===== config.mk =====
export PLATFORM = sky130hd
export DESIGN_NAME = shift_ctrl
export DESIGN_NICKNAME = d
export VERILOG_FILES = /design/src/rtl/shift_ctrl.sv
export SDC_FILE = /design/constraint.sdc
export NUM_CORES = 1
export LEC_CHECK = 0
export CORE_UTILIZATION = 29
export DETAILED_ROUTE_END_ITERATION = 8
export PLACE_DENSITY_LB_ADDON = 0.2
export SLEW_MARGIN = 20
export SYNTH_ARGS = -nofsm -noshare
export SYNTH_HDL_FRONTEND = slang
export SYNTH_SLANG_ARGS = --single-unit

===== constraint.sdc =====
create_clock -name clk -period 1.9 [get_ports clk]
set_input_delay 0.38 -clock clk [delete_from_list [all_inputs] [get_ports clk]]
set_output_delay 0.38 -clock clk [all_outputs]
set_load 0.01 [all_outputs]

===== src/rtl/shift_ctrl.sv =====
// Command sequencer for an 8-bit universal shift register: load, shift N, capture, respond.
// Optional rotate fill from the outgoing bit when SHIFT_ROTATE_EN is defined.
module shift_ctrl #(
    parameter int unsigned WIDTH = 8,
    parameter int unsigned CNT_W = 4
) (
    input  logic             clk,
    input  logic             reset,
    input  logic             req_valid,
    output logic             req_ready,
    input  logic [WIDTH-1:0] req_data,
    input  logic             req_dir,
    input  logic [CNT_W-1:0] req_amt,
    input  logic             req_fill,
    input  logic             req_rot,
    output logic [WIDTH-1:0] sh_In,
    output logic [1:0]       sh_S,
    output logic             sh_IL,
    output logic             sh_IR,
    input  logic [WIDTH-1:0] sh_out,
    output logic             res_valid,
    input  logic             res_ready,
    output logic [WIDTH-1:0] res_data,
    output logic             busy
);

    localparam logic [2:0] IDLE  = 3'd0;
    localparam logic [2:0] LOAD  = 3'd1;
    localparam logic [2:0] SHIFT = 3'd2;
    localparam logic [2:0] HOLD  = 3'd3;
    localparam logic [2:0] RESP  = 3'd4;

    localparam logic [CNT_W-1:0] AMT_MAX = CNT_W'(WIDTH);

    logic [2:0]       state_q, state_d;
    logic [CNT_W-1:0] cnt_q, cnt_d;
    logic [CNT_W-1:0] amt_q;
    logic [WIDTH-1:0] data_q;
    logic [WIDTH-1:0] res_q;
    logic             dir_q;
    logic             fill_q;
    logic             rot_q;
    logic             accept;
    logic [CNT_W-1:0] amt_eff;
    logic             fill_bit;

    assign accept  = (state_q == IDLE) && req_valid;
    assign amt_eff = (req_amt > AMT_MAX) ? AMT_MAX : req_amt;

    always_comb begin
        state_d = state_q;
        cnt_d   = cnt_q;
        case (state_q)
            IDLE: begin
                if (req_valid) state_d = LOAD;
            end
            LOAD: begin
                cnt_d   = amt_q;
                state_d = (amt_q != '0) ? SHIFT : HOLD;
            end
            SHIFT: begin
                cnt_d = cnt_q - CNT_W'(1);
                if (cnt_q == CNT_W'(1)) state_d = HOLD;
            end
            HOLD: begin
                state_d = RESP;
            end
            RESP: begin
                if (res_ready) state_d = IDLE;
            end
            default: begin
                state_d = IDLE;
            end
        endcase
    end

    always_ff @(posedge clk) begin
        if (!reset) begin
            state_q <= IDLE;
            cnt_q   <= '0;
            amt_q   <= '0;
            data_q  <= '0;
            res_q   <= '0;
            dir_q   <= 1'b0;
            fill_q  <= 1'b0;
            rot_q   <= 1'b0;
        end else begin
            state_q <= state_d;
            cnt_q   <= cnt_d;
            if (accept) begin
                data_q <= req_data;
                dir_q  <= req_dir;
                fill_q <= req_fill;
                amt_q  <= amt_eff;
`ifdef SHIFT_ROTATE_EN
                rot_q  <= req_rot;
`else
                rot_q  <= 1'b0;
`endif
            end
            // The last shift has landed in the register by the end of HOLD.
            if (state_q == HOLD) res_q <= sh_out;
        end
    end

`ifdef SHIFT_ROTATE_EN
    assign fill_bit = rot_q ? (dir_q ? sh_out[WIDTH-1] : sh_out[0]) : fill_q;
`else
    logic unused_rot;
    assign unused_rot = req_rot ^ rot_q;
    assign fill_bit   = fill_q;
`endif

    always_comb begin
        sh_S  = 2'b00;
        sh_In = '0;
        sh_IL = 1'b0;
        sh_IR = 1'b0;
        case (state_q)
            LOAD: begin
                sh_S  = 2'b11;
                sh_In = data_q;
            end
            SHIFT: begin
                sh_S  = dir_q ? 2'b10 : 2'b01;
                sh_IL = fill_bit;
                sh_IR = fill_bit;
            end
            default: begin
                sh_S = 2'b00;
            end
        endcase
    end

    assign req_ready = (state_q == IDLE);
    assign busy      = (state_q != IDLE);
    assign res_valid = (state_q == RESP);
    assign res_data  = res_q;

endmodule


Word level (Yosys, flattened, before mapping)
Index checks and enable logic that the tools add are counted.

word-level totals
  register bits after elaboration = 29
  bits of input ports = 27
  output and inout port bits = 23

operators by class
  add/sub/neg operators = 1
  order comparisons = 1
  equal/unequal tests = 8
  mux-type cells = 11
  reduce and logical (&&, ||, !) cells = 6

operators with widths
  kind                   number
  $pmux W3 S5            1
  $mux W3                3
  $mux W8                1
  $pmux W4 S2            1
  $eq A3 B2 Y1 const B   2
  $eq A4 B1 Y1 const B   1
  $gt A4 B4 Y1 const B   1
  $mux W4                1
  $ne A2 B2 Y1 const B   2
  $pmux W2 S2            1
  $reduce_bool A4 Y1     1
  $sub A4 B1 Y4 const B  1
  $eq A3 B1 Y1 const B   1
  $eq A3 B3 Y1 const B   1
  $logic_not A3 Y1       1
  $reduce_and A3 Y1      1
  $reduce_bool A3 Y1     1
  $mux W1                2
  $mux W2                1
  $ne A2 B1 Y1 const B   1
  $reduce_bool A2 Y1     1
  $logic_and A1 B1 Y1    1

Logic depth before layout (Yosys ltp)
  depth in word-level cells = 3
  depth in mapped cells = 6
  mapped depth without buffers = 5

Worst setup path after synthesis
OpenSTA, ideal clock, no wires.

  path type = register to output
  start point = register state_q[0]
  end point = output port sh_IR
  arrival time = 1297 ps
  required time = 1520 ps
  setup slack = 223 ps
  stages on the path, launching flop included = 5
  path buffers = 2
  path through = dfxtp_1 buf_2 nor3b_1 and2_1 buf_4

between the ends
  longest elaborated chain between the ends = 2

ends and longest elaborated chain
  element                 RTL line  RTL
  start, declared         35        logic [2:0] state_q, state_d;
  start signal, assigned  88        state_q <= state_d;
  $eq A3 B2 Y1            -
  $mux W1                 -
  end, declared           19        output logic sh_IR,

No other way between the ends.

Final worst setup path
  start point = register state_q[0]
  end point = output port sh_In[1]

between the ends
  longest elaborated chain between the ends = 2

ends and longest elaborated chain
  element        RTL line  RTL
  $eq A3 B1 Y1   119       case (state_q)
  $mux W8        119
  end, declared  16        output logic [WIDTH-1:0] sh_In,

No other way between the ends.

==> flow_metrics.env <==
export IMPL_grt_usage=0.129
export IMPL_finalSetupViolCount=0
export IMPL_syn_avg_cell_area_um2=8.82
export IMPL_syn_area_mm2=0.00145
export IMPL_clock_path_buffers=2
export IMPL_grt_overflow_total=0
export IMPL_max_stage_delay_ps=410
export IMPL_viasPerCell=4.48
export IMPL_clockRootBuffer="clkbuf_8"
export IMPL_slowest_stage="dfxtp_4"
export IMPL_worst_path_max_fanout=9
export IMPL_placementRows=25
export IMPL_grt_pass1_vias=1196
export IMPL_p_per_area_mw_per_mm2=915
export IMPL_vdd_drop_max_v=0.000450
export IMPL_finalWirelength_um=3120
export IMPL_area_growth_pct=50.5
export IMPL_cts_buffers=5
export IMPL_setup_total_negative_slack_ps=0
export IMPL_async_flop_share=0
export IMPL_clk_pin_slew_ps=60
export IMPL_skew_ps=5.83
export IMPL_die_y_um=72.6
export IMPL_setup_worst_path_class="flip-flop to output port"
export IMPL_grt_max_degree=22
export IMPL_hold_path_class="flip-flop to flip-flop"
export IMPL_p_leak_nw=0.933
export IMPL_ys_warnings_count=0
export IMPL_fin_nets=249
export IMPL_synth_flop_cell="dfxtp_1"
export IMPL_worst_endpoint_arrival_ps=1420
export IMPL_vias=1289
export IMPL_antenna_diode_count=0
export IMPL_dr_first_iter_drc_count=20
export IMPL_antenna_found_initial=0
export IMPL_clkLatencyLatePin_ps=280
export IMPL_layout_common_cells="33 x clkdlybuf4s50_1, 32 x nand2_1, 26 x dfxtp_1"
export IMPL_critical_path_buf_inv_count=2
export IMPL_slew_headroom=0.761
export IMPL_ant_nets=0
export IMPL_cts_tree="built"
export IMPL_start_kind="flip-flop"
export IMPL_setup_ws_ps=103
export IMPL_ys_ff_latch=29
export IMPL_pre_cts_ws_ps=8.56
export IMPL_min_period_ps=1800
export IMPL_post_route_period_util=0.946
export IMPL_rsz0062_at_grt="no"
export IMPL_die_w_um=72.6
export IMPL_syn_nets=193
export IMPL_gp_congestion=0.729
export IMPL_critPathRequiredTime_ps=1520
export IMPL_drc=0
export IMPL_layout_drive_gt1_share=0.136
export IMPL_cp_top_family="buffers and inverters"
export IMPL_hpwl_um=2290
export IMPL_die_area_mm2=0.00527
export IMPL_numPortBuffers=48
export IMPL_drt_pass1_iter_count=4
export IMPL_seq_area_frac_synth=0.401
export IMPL_cts_max_level=2
export IMPL_max_freq_mhz=556
export IMPL_reg2reg_slack_ps=340
export IMPL_cts_sinks=29
export IMPL_synthCells=164
export IMPL_grt_pass1_wl_um=5180
export IMPL_mostFrequentLayoutCell="clkdlybuf4s50_1"
export IMPL_worstMarginPinSlew_ps=357
export IMPL_core_area_mm2=0.00475
export IMPL_critPathCaptureType="output port"
export IMPL_wl_per_cell_um=10.8
export IMPL_io_pins=50
export IMPL_synth_distinct_cells=38
export IMPL_synth_edf_count=0
export IMPL_status="complete, no violations"
export IMPL_hold_viol_final=0
export IMPL_final_cell_area_mm2=0.00218
export IMPL_crit_path_cell_trace="nor3b_2 > buf_4 > and2_1 > dlygate4sd2_1"
export IMPL_place_area_mm2=0.00204
export IMPL_total_power_mw=1.99
export IMPL_max_cap_violations=0
export IMPL_maxSlewViolCount=0
export IMPL_initial_core_util=0.304
[sequential cells by signal, summed over array words and instances (netlist names)]
register  count
amt_q         4
cnt_q         4
data_q        8
dir_q         1
fill_bit      1
res_data      8
state_q       3
[cells by family after synthesis]
group	count (synthesis)	synth area share
buffers and inverters	17	0.0623
DFF	29	0.401
muxes	8	0.0554
adders and majority gates	2	0.0173
AOI/OAI and AO/OA	30	0.157
and+or+nand+nor	78	0.306
[cells in the mapped netlist (3+ instances only)]
cell type,n,area (um^2)
a21boi_1,10,75.1
clkbuf_1,5,18.8
nand2b_1,4,25.0
dfxtp_1,29,581
a21oi_1,3,15.0
nor2b_1,9,56.3
nand3b_1,5,37.5
buf_2,6,30.0
and2_1,9,56.3
or3_1,3,18.8
mux2i_1,8,80.1
nand2_1,32,120
inv_1,3,11.3
a21boi_0,6,45.0
[layout make-up]
| type | instances | area (um^2) |
|---|---|---|
| Tap cell | 67 | 83.8 |
| Timing Repair Buffer | 63 | 578 |
| Fill cell | 503 | 2580 |
| Inverter | 3 | 11.3 |
| Sequential cell | 29 | 589 |
| Clock inverter | 1 | 30.0 |
| Clock buffer | 7 | 86.3 |
| Multi-Input combinational cell | 118 | 798 |
[through the flow]
step            util  hold WS [ps]  cells
6_report       0.458           446    288
5_1_grt        0.458           474    288
4_1_cts        0.456           450    288
3_5_place_dp   0.428           442    279
3_3_place_gp   0.428           440    279
2_1_floorplan      -           430    164
[worst register-to-register path, cell delays in order (launching register included)]
cell and delay [ps]:
dfxtp_4 380, buf_4 160, or4_1 510, o21a_1 200, a2111oi_2 200
[path summary, 6_finish.rpt]
kind,end,startpoint,cells past startpoint
setup / recovery,sh_In[1],state_q[0],4
hold reg to reg,data_q[7],data_q[7],2
hold / removal,data_q[7],data_q[7],2
setup reg to reg,state_q[0],state_q[1],4
[where the power goes]
| group | switching (mW) | leakage [nW] | internal (mW) |
|---|---|---|---|
| Sequential | 0.0726 | 0.238 | 0.683 |
| Clock | 0.222 | 0.0585 | 0.427 |
| Combinational | 0.264 | 0.637 | 0.323 |
[repair_timing]
item / CTS / global route
gates resized for setup: 22 / 2
buffers inserted: 1 / 0
hold endpoints to repair: 0 / 0
hold buffers: 0 / 0
endpoints found under the setup margin: 15 / 1
[per-layer routing]
layer	track usage	wire, um	vias up
met2	0.204	1380	39
met5	0	0	-
li1	-	-	672
met4	0.0523	52	0
met1	0.160	1460	573
met3	0.0483	218	5
Power figures use the tool's default switching activity.
